## config.mk

```make
export PLATFORM = sky130hd
export DESIGN_NAME = encoder4to2_arb_flat
export DESIGN_NICKNAME = d
export VERILOG_FILES = /design/src/rtl/encoder4to2_arb_if.sv /design/src/rtl/encoder4to2_arb.sv /design/src/flat_wrapper.sv
export SDC_FILE = /design/constraint.sdc
export NUM_CORES = 1
export LEC_CHECK = 0
export ABC_AREA = 1
export BUFFER_PORTS_ARGS = -buffer_cell sky130_fd_sc_hd__buf_2
export CELL_PAD_IN_SITES_DETAIL_PLACEMENT = 1
export CELL_PAD_IN_SITES_GLOBAL_PLACEMENT = 2
export CORE_AREA = 8 8 61 63
export DETAILED_ROUTE_END_ITERATION = 10
export DIE_AREA = 0 0 69 71
export GPL_ROUTABILITY_DRIVEN = 0
export PLACE_DENSITY_LB_ADDON = 0.08
export SLEW_MARGIN = 20
export SYNTH_ARGS = -nofsm -noshare
export SYNTH_HDL_FRONTEND = slang
export SYNTH_SLANG_ARGS = --single-unit
```

## constraint.sdc

```tcl
create_clock -name clk -period 2.13 [get_ports clk]
set_input_delay 0.1065 -clock clk [delete_from_list [all_inputs] [get_ports clk]]
set_output_delay 0.1065 -clock clk [all_outputs]
set_load 0.05 [all_outputs]
```

## src/rtl/encoder4to2_arb_if.sv

```systemverilog
// Handshake/select bundle between a requester group and encoder4to2_arb.
// The master side drives requests, enable and ready_in.
// The slave side (the arbiter) drives the registered code, grant, valid and busy.
interface encoder4to2_arb_if #(
  parameter int N  = 4,
  parameter int CW = 2
);
  logic [N-1:0]  req;
  logic          enable;
  logic          ready_in;
  logic [CW-1:0] code_out;
  logic          valid_out;
  logic [N-1:0]  grant;
  logic          busy;

  modport master (
    output req, enable, ready_in,
    input  code_out, valid_out, grant, busy
  );

  modport slave (
    input  req, enable, ready_in,
    output code_out, valid_out, grant, busy
  );
endinterface

```

## src/rtl/encoder4to2_arb.sv

```systemverilog
// encoder4to2_arb: registered round-robin arbiter-encoder.
//
// Grants one of N level-sensitive requests. The winner is presented as a
// binary code plus a one-hot grant. Both are held under a valid/ready handshake.
// A granted code stays put until accepted. On acceptance the block can
// re-arbitrate on the same edge, giving one transfer per cycle when streaming.
//
// Reset is asynchronous and active-low.
//
// Build option ENC_FIXED_PRIORITY_EN: drops the rotating pointer. The search
// then always starts at index 0, so the block becomes a registered priority
// encoder with the same handshake.
module encoder4to2_arb #(
  parameter int N  = 4,
  parameter int CW = 2
) (
  input  logic             clk,
  input  logic             reset,
  encoder4to2_arb_if.slave bus
);

  typedef enum logic {IDLE = 1'b0, HOLD = 1'b1} state_t;

  state_t        state_q, state_n;
  logic [CW-1:0] code_q,  code_n;
  logic [N-1:0]  grant_q, grant_n;
  logic          valid_q, valid_n;

  logic          handshake;
  logic [CW-1:0] search_start;
  logic [CW:0]   pick;

  // First set request at or after 'start', wrapping modulo N.
  // The result is {found, index}.
  function automatic logic [CW:0] rr_pick(input logic [N-1:0]  r,
                                          input logic [CW-1:0] start);
    logic          found;
    logic [CW-1:0] k;
    logic [CW-1:0] idx;
    found = 1'b0;
    k     = '0;
    for (int i = 0; i < N; i++) begin
      idx = start + CW'(i);
      if (!found && r[idx]) begin
        found = 1'b1;
        k     = idx;
      end
    end
    return {found, k};
  endfunction

  function automatic logic [N-1:0] onehot(input logic [CW-1:0] k);
    logic [N-1:0] v;
    v    = '0;
    v[k] = 1'b1;
    return v;
  endfunction

  assign handshake = (state_q == HOLD) && bus.ready_in;

`ifdef ENC_FIXED_PRIORITY_EN
  assign search_start = '0;
`else
  logic [CW-1:0] ptr_q;

  // Rotate priority past the index just accepted.
  // The search on the handshake edge uses the post-acceptance pointer directly.
  always_ff @(posedge clk or negedge reset) begin
    if (!reset)         ptr_q <= '0;
    else if (handshake) ptr_q <= code_q + CW'(1);
  end

  assign search_start = handshake ? (code_q + CW'(1)) : ptr_q;
`endif

  assign pick = rr_pick(bus.req, search_start);

  // State and registered outputs; reset drops any held grant at once.
  always_ff @(posedge clk or negedge reset) begin
    if (!reset) begin
      state_q <= IDLE;
      code_q  <= '0;
      grant_q <= '0;
      valid_q <= 1'b0;
    end else begin
      state_q <= state_n;
      code_q  <= code_n;
      grant_q <= grant_n;
      valid_q <= valid_n;
    end
  end

  // Next-state logic. HOLD ignores req/enable until the consumer accepts.
  always_comb begin
    state_n = state_q;
    code_n  = code_q;
    grant_n = grant_q;
    valid_n = valid_q;
    unique case (state_q)
      IDLE: begin
        if (bus.enable && pick[CW]) begin
          code_n  = pick[CW-1:0];
          grant_n = onehot(pick[CW-1:0]);
          valid_n = 1'b1;
          state_n = HOLD;
        end
      end
      HOLD: begin
        if (bus.ready_in) begin
          if (bus.enable && pick[CW]) begin
            code_n  = pick[CW-1:0];
            grant_n = onehot(pick[CW-1:0]);
            valid_n = 1'b1;
            state_n = HOLD;
          end else begin
            code_n  = '0;
            grant_n = '0;
            valid_n = 1'b0;
            state_n = IDLE;
          end
        end
      end
      default: begin
        code_n  = '0;
        grant_n = '0;
        valid_n = 1'b0;
        state_n = IDLE;
      end
    endcase
  end

  assign bus.code_out  = code_q;
  assign bus.grant     = grant_q;
  assign bus.valid_out = valid_q;
  assign bus.busy      = (state_q == HOLD);

endmodule
```

## src/flat_wrapper.sv

```systemverilog
// flat-port wrapper written by rule: the top's interface ports become plain ports
module encoder4to2_arb_flat 
#(
  parameter int N  = 4,
  parameter int CW = 2
)
  (clk, reset, bus_req, bus_enable, bus_ready_in, bus_code_out, bus_valid_out, bus_grant, bus_busy);
  encoder4to2_arb_if #(.N(N), .CW(CW)) bus_i ();
  input  logic clk;
  input  logic reset;
  input wire logic [$bits(bus_i.req)-1:0] bus_req;
  input wire logic [$bits(bus_i.enable)-1:0] bus_enable;
  input wire logic [$bits(bus_i.ready_in)-1:0] bus_ready_in;
  output wire logic [$bits(bus_i.code_out)-1:0] bus_code_out;
  output wire logic [$bits(bus_i.valid_out)-1:0] bus_valid_out;
  output wire logic [$bits(bus_i.grant)-1:0] bus_grant;
  output wire logic [$bits(bus_i.busy)-1:0] bus_busy;
  assign bus_i.req = bus_req;
  assign bus_i.enable = bus_enable;
  assign bus_i.ready_in = bus_ready_in;
  assign bus_code_out = bus_i.code_out;
  assign bus_valid_out = bus_i.valid_out;
  assign bus_grant = bus_i.grant;
  assign bus_busy = bus_i.busy;
  encoder4to2_arb #(.N(N), .CW(CW)) u_core (.clk(clk), .reset(reset), .bus(bus_i));
endmodule
```

==> out/results.txt <==
In this run the cell area of the synthesized design comes to 756 um2. The logs give 0 for the initial antenna violation count and 2280 ps for the required time reported for the critical path endpoint. The power per unit of standard cell area was 1450 nW/um2.

For this run, the total global-route usage over all layers was measured as 8.85%. The initial standard-cell utilization of the core came out at 26.5%. Class of the most critical setup path: reg2reg.

The net count of the mapped netlist was 118. Setup repair after global routing left no endpoint under its margin. The die span in x was 69 um; the unique cell type count in the Yosys netlist was 15.

The logs give 270 ps for the latest clock arrival within the worst-skew pair and 0 for the final-report setup violation count. The total overflow left after global routing is 0. The final worst clock skew is 7.37 ps, and the number of cells traversed by the worst hold path is 3. The analysis attributes to cell leakage a power of 0.537 nW. The max-capacitance violation count was 0; the gate count of the mapped netlist was 110.

VDD sags by at most 0.000497 V. The placed instances occupy a cell area of 872 um2. The type of element launching the critical path was a register. Clock period minus final worst setup slack: 1850 ps.

The highest achievable clock rate is 540 MHz. After the flow finishes, the layout carries non-filler instances totaling 163. Post-CTS repair changed the size of 0 cells.

The first global-routing pass estimated 3580 um of wire. The I/O pin count is 16, and the largest net degree at the start of global routing is 11. The final net count is 139, and the overall die height is 71 um. After detailed routing, the number of remaining DRC violations is 0. The worst hold path class was in2reg. Counting along the longest clock path gives a buffer depth of 2.

Once placement completed, the tool counted placed cells totaling 158. The final max-slew violation count was 0. Measured in cells, the most critical reg-to-reg path has a length of 12.

The die outline area is 4900 um2, and the portion of the post-synthesis area used by sequential elements is 33.1%. The routed via count divided by cell count was 4.71; the total non-filler cell area in the finished layout was 918 um2. Clock-pin slew was measured on the worst setup and hold paths at 70 ps.

The core region is 2850 um2. Worst slew margin relative to its limit: 82.9%. The largest driver fanout on the critical path is 10.

CTS saw 10 sinks. The count of input and output buffers was 15; the total wirelength of the detailed-routed design was 2060 um. The number of DRC violations after detailed-routing iteration 0 is 13. The number of storage elements in the synthesis netlist was 10; the wire length per cell was 12.6 um.

The part of the cycle the worst path needs came out at 86.9%. During synthesis, Yosys emitted a total of 0 warnings. The worst setup path is captured at a register. The flow ran to the end, and the final reports show no timing, DRC or antenna violations. After synthesis, the mean cell area works out to 6.87 um2. At the pin with the least slew margin, the transition time is 259 ps. Total inserted antenna cells: 0.

Of the cells placed in the final design, the portion with a size suffix greater than 1 is 29.2%. The initialized floorplan defines 20 standard-cell rows. The final route contains 768 vias.

Detailed placement ended at an HPWL of 1680 um. The first-pass iteration count of the detailed router came out at 2. TritonCTS built the clock tree.

In the final timing run, aggregate negative setup slack is 0 ps. The number of clock buffers added by TritonCTS is 3. Relative to the synthesized area, the layout overhead comes to 21.5%. The number of endpoints with negative hold slack in the final report was 0. The tools report the post-detailed-route count of antenna-violating nets as 0.

CTS placed an instance of sky130_fd_sc_hd__clkbuf_4 at the clock tree root. The maximum level of the CTS H-tree is 1, and the data arrival at the endpoint of the critical path is 2000 ps. The tools report the number of fill cells as 369.

The number of global-route vias before repair is 771.
==> report_power, final <==
group          switching, mW  internal, mW
logic                  0.623         0.233
registers             0.0427         0.260
clock network         0.0689         0.104
total                  0.735         0.597
==> kinds of logic after synthesis <==
logic type / count (synthesis) / share of synthesized area, %
simple gates: 83 / 57.4
compound gates: 3 / 2.48
flops: 10 / 33.1
buf+inv: 14 / 6.95
==> registers in the layout, indices dropped and copies added, names as in the netlist <==
signal and cells:
u_core.bus.busy 1, u_core.bus.grant 4, u_core.ptr_q 2, u_core.bus.code_out 2
u_core.bus.valid_out 1
==> worst paths after layout <==
kind / endpoint / slack, ps / start
worst max-delay path: u_core.bus.grant[2] / 280 / u_core.bus.busy
min in group asynchronous: u_core.bus.busy / 230 / reset
max in group asynchronous: u_core.bus.grant[0] / 1700 / reset
worst min-delay path: u_core.bus.busy / 80 / bus_enable
worst max register to register: u_core.bus.grant[2] / 280 / u_core.bus.busy
worst min register to register: u_core.bus.valid_out / 480 / u_core.bus.valid_out
==> cell usage in the layout, fill, tap and decap left out <==
cell,synthesis,final
sky130_fd_sc_hd__nand2_1,39,39
sky130_fd_sc_hd__nand3_1,23,23
sky130_fd_sc_hd__buf_2,0,15
sky130_fd_sc_hd__inv_1,12,12
sky130_fd_sc_hd__dfrtp_1,10,10
sky130_fd_sc_hd__nand2_2,8,8
sky130_fd_sc_hd__nand2_4,4,4
sky130_fd_sc_hd__nor2_1,3,3
sky130_fd_sc_hd__clkbuf_4,0,3
sky130_fd_sc_hd__inv_2,2,2
sky130_fd_sc_hd__nand3_4,2,2
sky130_fd_sc_hd__nand4_1,2,2
sky130_fd_sc_hd__nand3_2,1,1
sky130_fd_sc_hd__and2_4,1,1
sky130_fd_sc_hd__o21ai_0,1,1
sky130_fd_sc_hd__o21ai_1,1,1
sky130_fd_sc_hd__o21ai_2,1,1
sky130_fd_sc_hd__clkbuf_8,0,1
sky130_fd_sc_hd__dlygate4sd3_1,0,1
==> cells in the mapped netlist, drive strengths merged <==
master	instances	share of area, %
nor2	3	1.5
and2	1	1.2
nand2	51	32
inv	14	7.0
nand4	2	1.7
o21ai	3	2.5
nand3	26	21
dfrtp	10	33
==> cell type report <==
class	count	area, um2	area share (%)
multi-input combinational	86	453	49.3
sequential	10	250	27.2
timing repair buffer	16	85.1	9.26
inverter	14	52.6	5.72
tap	33	41.3	4.50
clock buffer	4	36.3	3.95
==> repair_timing <==
| action | 4_1_cts | 5_1_grt |
|---|---|---|
| hold endpoints to repair | 10 | 0 |
| hold buffers | 1 | 0 |
| setup buffers | 0 | 0 |
==> metrics by stage <==
step | hold slack, ps | utilization [%] | worst slack, ps | power [mW]
global route | 104 | 32.2 | 79.3 | 1.46
floorplan | -189 | - | 226 | 0.981
finish | 81.1 | 32.2 | 279 | 1.33
detailed placement | -13.5 | 30.6 | 275 | 1.18
global placement | -13.7 | 30.6 | 287 | 1.17
CTS | 79.2 | 32.2 | 257 | 1.35
==> critical path, stage by stage (launching register included) <==
cell and delay [ps]:
sky130_fd_sc_hd__dfrtp_1 440, sky130_fd_sc_hd__nand2_4 190, sky130_fd_sc_hd__nand2_2 80, sky130_fd_sc_hd__nand2_4 130
sky130_fd_sc_hd__nand2_1 60, sky130_fd_sc_hd__nand2_1 130, sky130_fd_sc_hd__nand3_2 110, sky130_fd_sc_hd__nand2_2 130
sky130_fd_sc_hd__nand3_4 110, sky130_fd_sc_hd__nand3_4 120, sky130_fd_sc_hd__inv_2 80, sky130_fd_sc_hd__nand3_1 90
sky130_fd_sc_hd__nand2_1 60
==> routing by layer <==
metal | track usage, % | part of all wire [%] | up-vias
li1 | - | - | 394
met1 | 10.8 | 49 | 352
met2 | 14.1 | 45 | 17
met3 | 1.54 | 3.2 | 5
met4 | 5.47 | 2.7 | 0
met5 | 0 | 0 | -
No activity file was read; power rests on OpenSTA's default activity.
